**src/rtl/serial_pkg.sv**
```systemverilog
// Shared types and constants for the serial round-robin arbiter.
// Imported by the arbiter top and its priority selector.
package serial_pkg;

    typedef enum logic [2:0] {
        IDLE   = 3'd0,
        ARM    = 3'd1,
        STREAM = 3'd2,
        DRAIN  = 3'd3,
        FLUSH  = 3'd4
    } arb_state_t;

    localparam int BYTE_BITS     = 8;
    localparam int ABORT_CNT_MAX = 255;

endpackage

```
**src/rtl/serial_rr_arbiter_rr_pick.sv**
```systemverilog
// Combinational round-robin selector: first set request
// after the last granted index, wrapping modulo N_SRC.
module rr_pick
    import serial_pkg::*;
#(
    parameter int N_SRC = 4,
    parameter int SRC_W = $clog2(N_SRC)
) (
    input  logic [N_SRC-1:0] i_req,
    input  logic [SRC_W-1:0] i_last_grant,
    output logic             o_found,
    output logic [SRC_W-1:0] o_idx,
    output logic [N_SRC-1:0] o_onehot
);

    logic [SRC_W-1:0] w_pos;

    always_comb begin
        o_found  = 1'b0;
        o_idx    = '0;
        o_onehot = '0;
        w_pos    = '0;
        for (int k = 1; k <= N_SRC; k++) begin
            w_pos = SRC_W'((int'(i_last_grant) + k) % N_SRC);
            if (!o_found && i_req[w_pos]) begin
                o_found = 1'b1;
                o_idx   = w_pos;
            end
        end
        if (o_found) begin
            o_onehot[o_idx] = 1'b1;
        end
    end

endmodule

```
**src/rtl/serial_rr_arbiter.sv**
```systemverilog
// Round-robin arbiter sharing one serial deserializer between
// N_SRC bit-serial senders, with source tagging and abort flush.
module serial_rr_arbiter
    import serial_pkg::*;
#(
    parameter int N_SRC       = 4,
    parameter int SRC_W       = $clog2(N_SRC),
    parameter int TIMEOUT_CYC = 32
) (
    input  logic             clock_100KHZ,
    input  logic             reset,
    input  logic [N_SRC-1:0] req,
    input  logic [N_SRC-1:0] bit_in,
    input  logic [N_SRC-1:0] wr_in,
    output logic [N_SRC-1:0] gnt,
    output logic             des_data_in,
    output logic             des_write_in,
    input  logic             des_status_in,
    input  logic             des_data_ready,
    output logic             des_flush,
    output logic [SRC_W-1:0] byte_src,
    output logic             byte_tag_valid,
    output logic [7:0]       abort_count,
    output logic [2:0]       state_out
);

    localparam int IW = $clog2(TIMEOUT_CYC + 1);

    arb_state_t       r_state;
    logic [SRC_W-1:0] r_sel;
    logic [N_SRC-1:0] r_gnt;
    logic [SRC_W-1:0] r_last_grant;
    logic [3:0]       r_bit_cnt;
    logic [IW-1:0]    r_idle_cnt;
    logic [7:0]       r_abort_cnt;
    logic             r_rdy_seen;
    logic [SRC_W-1:0] r_byte_src;

    arb_state_t       w_state_nx;
    logic [SRC_W-1:0] w_sel_nx;
    logic [N_SRC-1:0] w_gnt_nx;
    logic [SRC_W-1:0] w_last_nx;
    logic [3:0]       w_bit_nx;
    logic [IW-1:0]    w_idle_nx;
    logic [7:0]       w_abort_nx;
    logic             w_rdy_seen_nx;
    logic [SRC_W-1:0] w_src_nx;

    logic             w_found;
    logic [SRC_W-1:0] w_idx;
    logic [N_SRC-1:0] w_onehot;
    logic             w_req_sel;
    logic             w_fwd;
    logic             w_last_bit;
    logic             w_timeout;

    rr_pick #(
        .N_SRC (N_SRC),
        .SRC_W (SRC_W)
    ) u_pick (
        .i_req        (req),
        .i_last_grant (r_last_grant),
        .o_found      (w_found),
        .o_idx        (w_idx),
        .o_onehot     (w_onehot)
    );

    assign w_req_sel  = req[r_sel];
    assign w_fwd      = (r_state == STREAM) & wr_in[r_sel] & des_status_in;
    assign w_last_bit = (r_bit_cnt == 4'(BYTE_BITS - 1));
    assign w_timeout  = (r_idle_cnt == IW'(TIMEOUT_CYC - 1));

    assign gnt            = r_gnt;
    assign des_write_in   = w_fwd;
    assign des_data_in    = (r_state == STREAM) & bit_in[r_sel];
    assign des_flush      = (r_state == FLUSH);
    assign byte_src       = r_byte_src;
    assign byte_tag_valid = (r_state == DRAIN) & des_data_ready;
    assign abort_count    = r_abort_cnt;
    assign state_out      = r_state;

    always_comb begin
        w_state_nx    = r_state;
        w_sel_nx      = r_sel;
        w_gnt_nx      = r_gnt;
        w_last_nx     = r_last_grant;
        w_bit_nx      = r_bit_cnt;
        w_idle_nx     = r_idle_cnt;
        w_abort_nx    = r_abort_cnt;
        w_rdy_seen_nx = r_rdy_seen;
        w_src_nx      = r_byte_src;
        unique case (r_state)
            IDLE: begin
                if (w_found) begin
                    w_sel_nx   = w_idx;
                    w_gnt_nx   = w_onehot;
                    w_state_nx = ARM;
                end
            end
            ARM: begin
                if (!w_req_sel) begin
                    w_state_nx = FLUSH;
                end else if (des_status_in) begin
                    w_state_nx = STREAM;
                end
            end
            STREAM: begin
                // a write in the same cycle as the timeout still counts
                if (w_fwd) begin
                    w_bit_nx  = r_bit_cnt + 4'd1;
                    w_idle_nx = '0;
                    if (w_last_bit) begin
                        w_state_nx    = DRAIN;
                        w_src_nx      = r_sel;
                        w_rdy_seen_nx = 1'b0;
                    end else if (!w_req_sel) begin
                        w_state_nx = FLUSH;
                    end
                end else if (!w_req_sel || w_timeout) begin
                    w_state_nx = FLUSH;
                end else begin
                    w_idle_nx = r_idle_cnt + IW'(1);
                end
            end
            DRAIN: begin
                if (des_data_ready) begin
                    w_rdy_seen_nx = 1'b1;
                end else if (r_rdy_seen) begin
                    w_state_nx    = IDLE;
                    w_last_nx     = r_sel;
                    w_gnt_nx      = '0;
                    w_bit_nx      = '0;
                    w_idle_nx     = '0;
                    w_rdy_seen_nx = 1'b0;
                end
            end
            FLUSH: begin
                w_state_nx    = IDLE;
                w_last_nx     = r_sel;
                w_gnt_nx      = '0;
                w_bit_nx      = '0;
                w_idle_nx     = '0;
                w_rdy_seen_nx = 1'b0;
                if (r_abort_cnt != 8'(ABORT_CNT_MAX)) begin
                    w_abort_nx = r_abort_cnt + 8'd1;
                end
            end
            default: begin
                w_state_nx = IDLE;
                w_gnt_nx   = '0;
            end
        endcase
    end

    always_ff @(posedge clock_100KHZ or posedge reset) begin
        if (reset) begin
            r_state      <= IDLE;
            r_sel        <= '0;
            r_gnt        <= '0;
            r_last_grant <= SRC_W'(N_SRC - 1);
            r_bit_cnt    <= '0;
            r_idle_cnt   <= '0;
            r_abort_cnt  <= '0;
            r_rdy_seen   <= 1'b0;
            r_byte_src   <= '0;
        end else begin
            r_state      <= w_state_nx;
            r_sel        <= w_sel_nx;
            r_gnt        <= w_gnt_nx;
            r_last_grant <= w_last_nx;
            r_bit_cnt    <= w_bit_nx;
            r_idle_cnt   <= w_idle_nx;
            r_abort_cnt  <= w_abort_nx;
            r_rdy_seen   <= w_rdy_seen_nx;
            r_byte_src   <= w_src_nx;
        end
    end

endmodule
```
**config.mk**
```make
export PLATFORM = sky130hd
export DESIGN_NAME = serial_rr_arbiter
export DESIGN_NICKNAME = d
export VERILOG_FILES = /design/src/rtl/serial_pkg.sv /design/src/rtl/serial_rr_arbiter_rr_pick.sv /design/src/rtl/serial_rr_arbiter.sv
export SDC_FILE = /design/constraint.sdc
export NUM_CORES = 1
export LEC_CHECK = 0
export CAP_MARGIN = 40
export CORE_MARGIN = 8
export CORE_UTILIZATION = 40
export CTS_BUF_LIST = sky130_fd_sc_hd__clkbuf_8 sky130_fd_sc_hd__clkbuf_16
export DETAILED_ROUTE_END_ITERATION = 8
export SYNTH_ARGS = -nofsm -noshare
export SYNTH_HDL_FRONTEND = slang
export SYNTH_HIERARCHICAL = 1
export SYNTH_SLANG_ARGS = --single-unit
```
**constraint.sdc**
```tcl
create_clock -name clock_100KHZ -period 4.9 [get_ports clock_100KHZ]
set_clock_uncertainty 0.1 [all_clocks]
set_input_delay 0.735 -clock clock_100KHZ [delete_from_list [all_inputs] [get_ports clock_100KHZ]]
set_output_delay 0.735 -clock clock_100KHZ [all_outputs]
set_load 0.005 [all_outputs]
```
==> flow_summary.yaml <==
routing:
  vias: 1611
  drt_iter0_markers: 75
  met1Wirelength_um: 2210
  drt_wl_total_um: 4360
  met2_length_um: 1860
  wl_met3_um: 255
  routed_via_density: 5.21
  post-route-drc-count: 0
  firstDrtPassIters: 4
  antenna_left: 0
  top_layer: "met4"
  post_drt_wl_per_cell_um: 14.1
power_and_ir_drop:
  p_comb_share_pct: 45.2
  power.density_mw_per_mm2: 511
  ir_drop_v: 0.000299
  p_leak_uw: 0.00106
  internal_power_uw: 770
  p_total_uw: 1260
  p_switching_uw: 493
  clock_power_share_pct: 16.5
  p_sw_share_pct: 39.0
  seq_power_share_pct: 38.4
critical_path:
  worst-endpoint-required_ns: 4.07
  cp-start-kind: "primary input"
  regToRegSetupSlack_ns: 2.81
  critPathArrivalTime_ns: 2.33
  r2r_start: "r_sel[0]$_DFFE_PP0P_"
  cp_max_fo: 3
  ff2ff_path_depth: 5
  endpoint_kind: "output pin"
  timing_worst_setup_path_type: "primary input to output pin"
  r2r-end: "state_out[0]$_DFFE_PP0P_"
clocking:
  post_cts_buffers: 0
  numCtsBuffers: 5
  cts_hold_buf: 0
  clkTransAtPathRegs_ns: 0.06
  cts_tree: "yes"
  cts.repair.resized: 0
  cts.sink_count: 32
  cts_buffer_depth: 2
  htreeDepth: 2
  clk-insertion-delay-late_ns: 0.28
  clockRootBuffer: "clkbuf_8"
global_route:
  grt_pass1_wl_um: 7560
  antenna_found_initial: 0
  grt_pass1_vias: 1531
  grt_max_degree: 33
  gr-total-overflow: 0
  grt_usage_pct: 12.9
synthesis:
  avgSynthCellArea_um2: 9.72
  synthTopCellsByArea: "dfrtp_1 38%, nand2_1 5.6%, o21ai_1 4.3%"
  synth_top_family_by_area: "compound AO/OA/AOI/OAI gates"
  syn_inst: 205
  netlist.top_cell.by_area: "dfrtp_1"
  synthXorXnorAreaFrac_pct: 4.39
  synth_compound_area_share_pct: 20.1
  syn_area_mm2: 0.00199
  synth_nets: 224
  async_flop_share_pct: 100
  synth_flop_cell: "dfrtp_1"
  synth_fa_ha_area_share_pct: 1.88
  synth.area.mux_share_pct: 9.60
  synth_edf_count: 0
  ys_seq_area_share_pct: 40.3
  synthSimpleGateAreaFrac_pct: 18.6
  synth.distinct_cells: 53
  yosysWarnings: 6
  synth_top_area_share_pct: 37.7
  synth.ff_latch_count: 32
hold_path:
  hold_start: "gnt[3]$_DFFE_PP0P_"
  hp-class: "flip-flop to flip-flop"
  min_to: "gnt[3]$_DFFE_PP0P_"
  min_delay_path_depth: 2
status:
  outcome: "finished clean"
cells_and_area:
  layout-drive-gt1-share_pct: 12.0
  final_cell_mix: "36 x clkdlybuf4s50_1, 30 x nand2_1, 30 x dfrtp_1"
  areaGrowthSynthToFinish_pct: 24.0
  diodes: 0
  fill_cells: 463
  fin_nets: 260
  final_common_cell: "clkdlybuf4s50_1"
die:
  die_h_um: 86.6
  core_mm2: 0.00475
  dieArea_mm2: 0.00750
  num_io_pins: 37
  row_count: 25
  start_util_pct: 41.9
  die_x_um: 86.6
sta:
  drv_slew: 0
  fin_crit_sh_pct: 64.5
  finalSetupViolCount: 0
  final-hold-violation-count: 0
  setup_tns_ns: 0
  slew-limit-headroom_pct: 58.5
  whs_ns: 0.388
  tightest_slew_ns: 0.618
  finalCriticalPeriod_ns: 3.16
  rsz0062_at_grt: "no"
  max_freq_mhz: 316
placed_design:
  io_buffers: 36
  gp_congestion: 0.776
  hpwl_um: 3310
run:
  maxCapViolCount: 0
[cells in the mapped netlist (4+ instances only)]
master / n
a211oi_1: 4
a21oi_1: 8
and3_1: 5
dfrtp_1: 30
inv_1: 7
mux2_2: 6
nand2_1: 30
nand3_1: 9
nor2_1: 11
o21ai_1: 17
xnor2_1: 6
xor2_1: 4
[critical path, cell delays in order]
cell and delay, ns:
clkdlybuf4s50_1 0.41, mux4_2 0.48, nand3_1 0.18, inv_2 0.07, clkdlybuf4s50_1 0.45
[power groups by stage]
stage,clock (uW),combinational (uW),sequential (uW)
global route,229,643,504
floorplan,0,457,424
detailed placement,0,578,490
finish,208,571,485
CTS,218,581,486
global placement,0,576,491
[how the worst max path moves through the flow]
stage,end,from,slack [ns],cells past startpoint
global route,des_write_in,wr_in[3],1.65,5
detailed placement,des_write_in,wr_in[3],1.73,5
CTS,des_write_in,wr_in[3],1.73,5
finish,des_write_in,wr_in[3],1.74,5
global placement,des_write_in,wr_in[3],1.76,5
floorplan,des_write_in,wr_in[3],2.68,3
[flip-flops by register name, indices dropped and copies added (netlist names)]
register / count
abort_count: 8
state_out: 3
r_bit_cnt: 4
r_rdy_seen: 1
r_sel: 2
byte_src: 2
r_last_grant: 2
gnt: 4
r_idle_cnt: 6
[cell type report]
cell class | instances | area (um2) | area share, %
Clock buffer | 6 | 82.6 | 3.34
Clock inverter | 2 | 10.0 | 0.405
Inverter | 10 | 37.5 | 1.52
Multi-Input combinational cell | 155 | 1090 | 44.0
Sequential cell | 32 | 803 | 32.5
Tap cell | 67 | 83.8 | 3.39
Timing Repair Buffer | 37 | 368 | 14.9
[cell families after synthesis]
kind of cell / Yosys count
XOR/XNOR: 10
multiplexers: 14
AND/OR/NAND/NOR: 73
buffers and inverters: 18
AO/OA/AOI/OAI: 55
flip-flops: 32
adder cells (fa/ha/maj): 3
[routing by layer]
metal / GRT usage, % / vias up
li1: - / 812
met1: 17.8 / 760
met2: 17.7 / 37
met3: 4.25 / 2
met4: 5.16 / 0
met5: 0 / -
[stage by stage]
| stage | utilization [%] | setup slack (ns) | cell area, um2 | instances |
|---|---|---|---|---|
| floorplan | - | 2.68 | 1990 | 205 |
| global placement | 50.1 | 1.76 | 2380 | 301 |
| detailed placement | 50.1 | 1.73 | 2380 | 301 |
| CTS | 52.0 | 1.73 | 2470 | 309 |
| global route | 52.0 | 1.65 | 2470 | 309 |
| finish | 52.0 | 1.74 | 2470 | 309 |
Note: power is estimated with default switching activity, not from simulation.
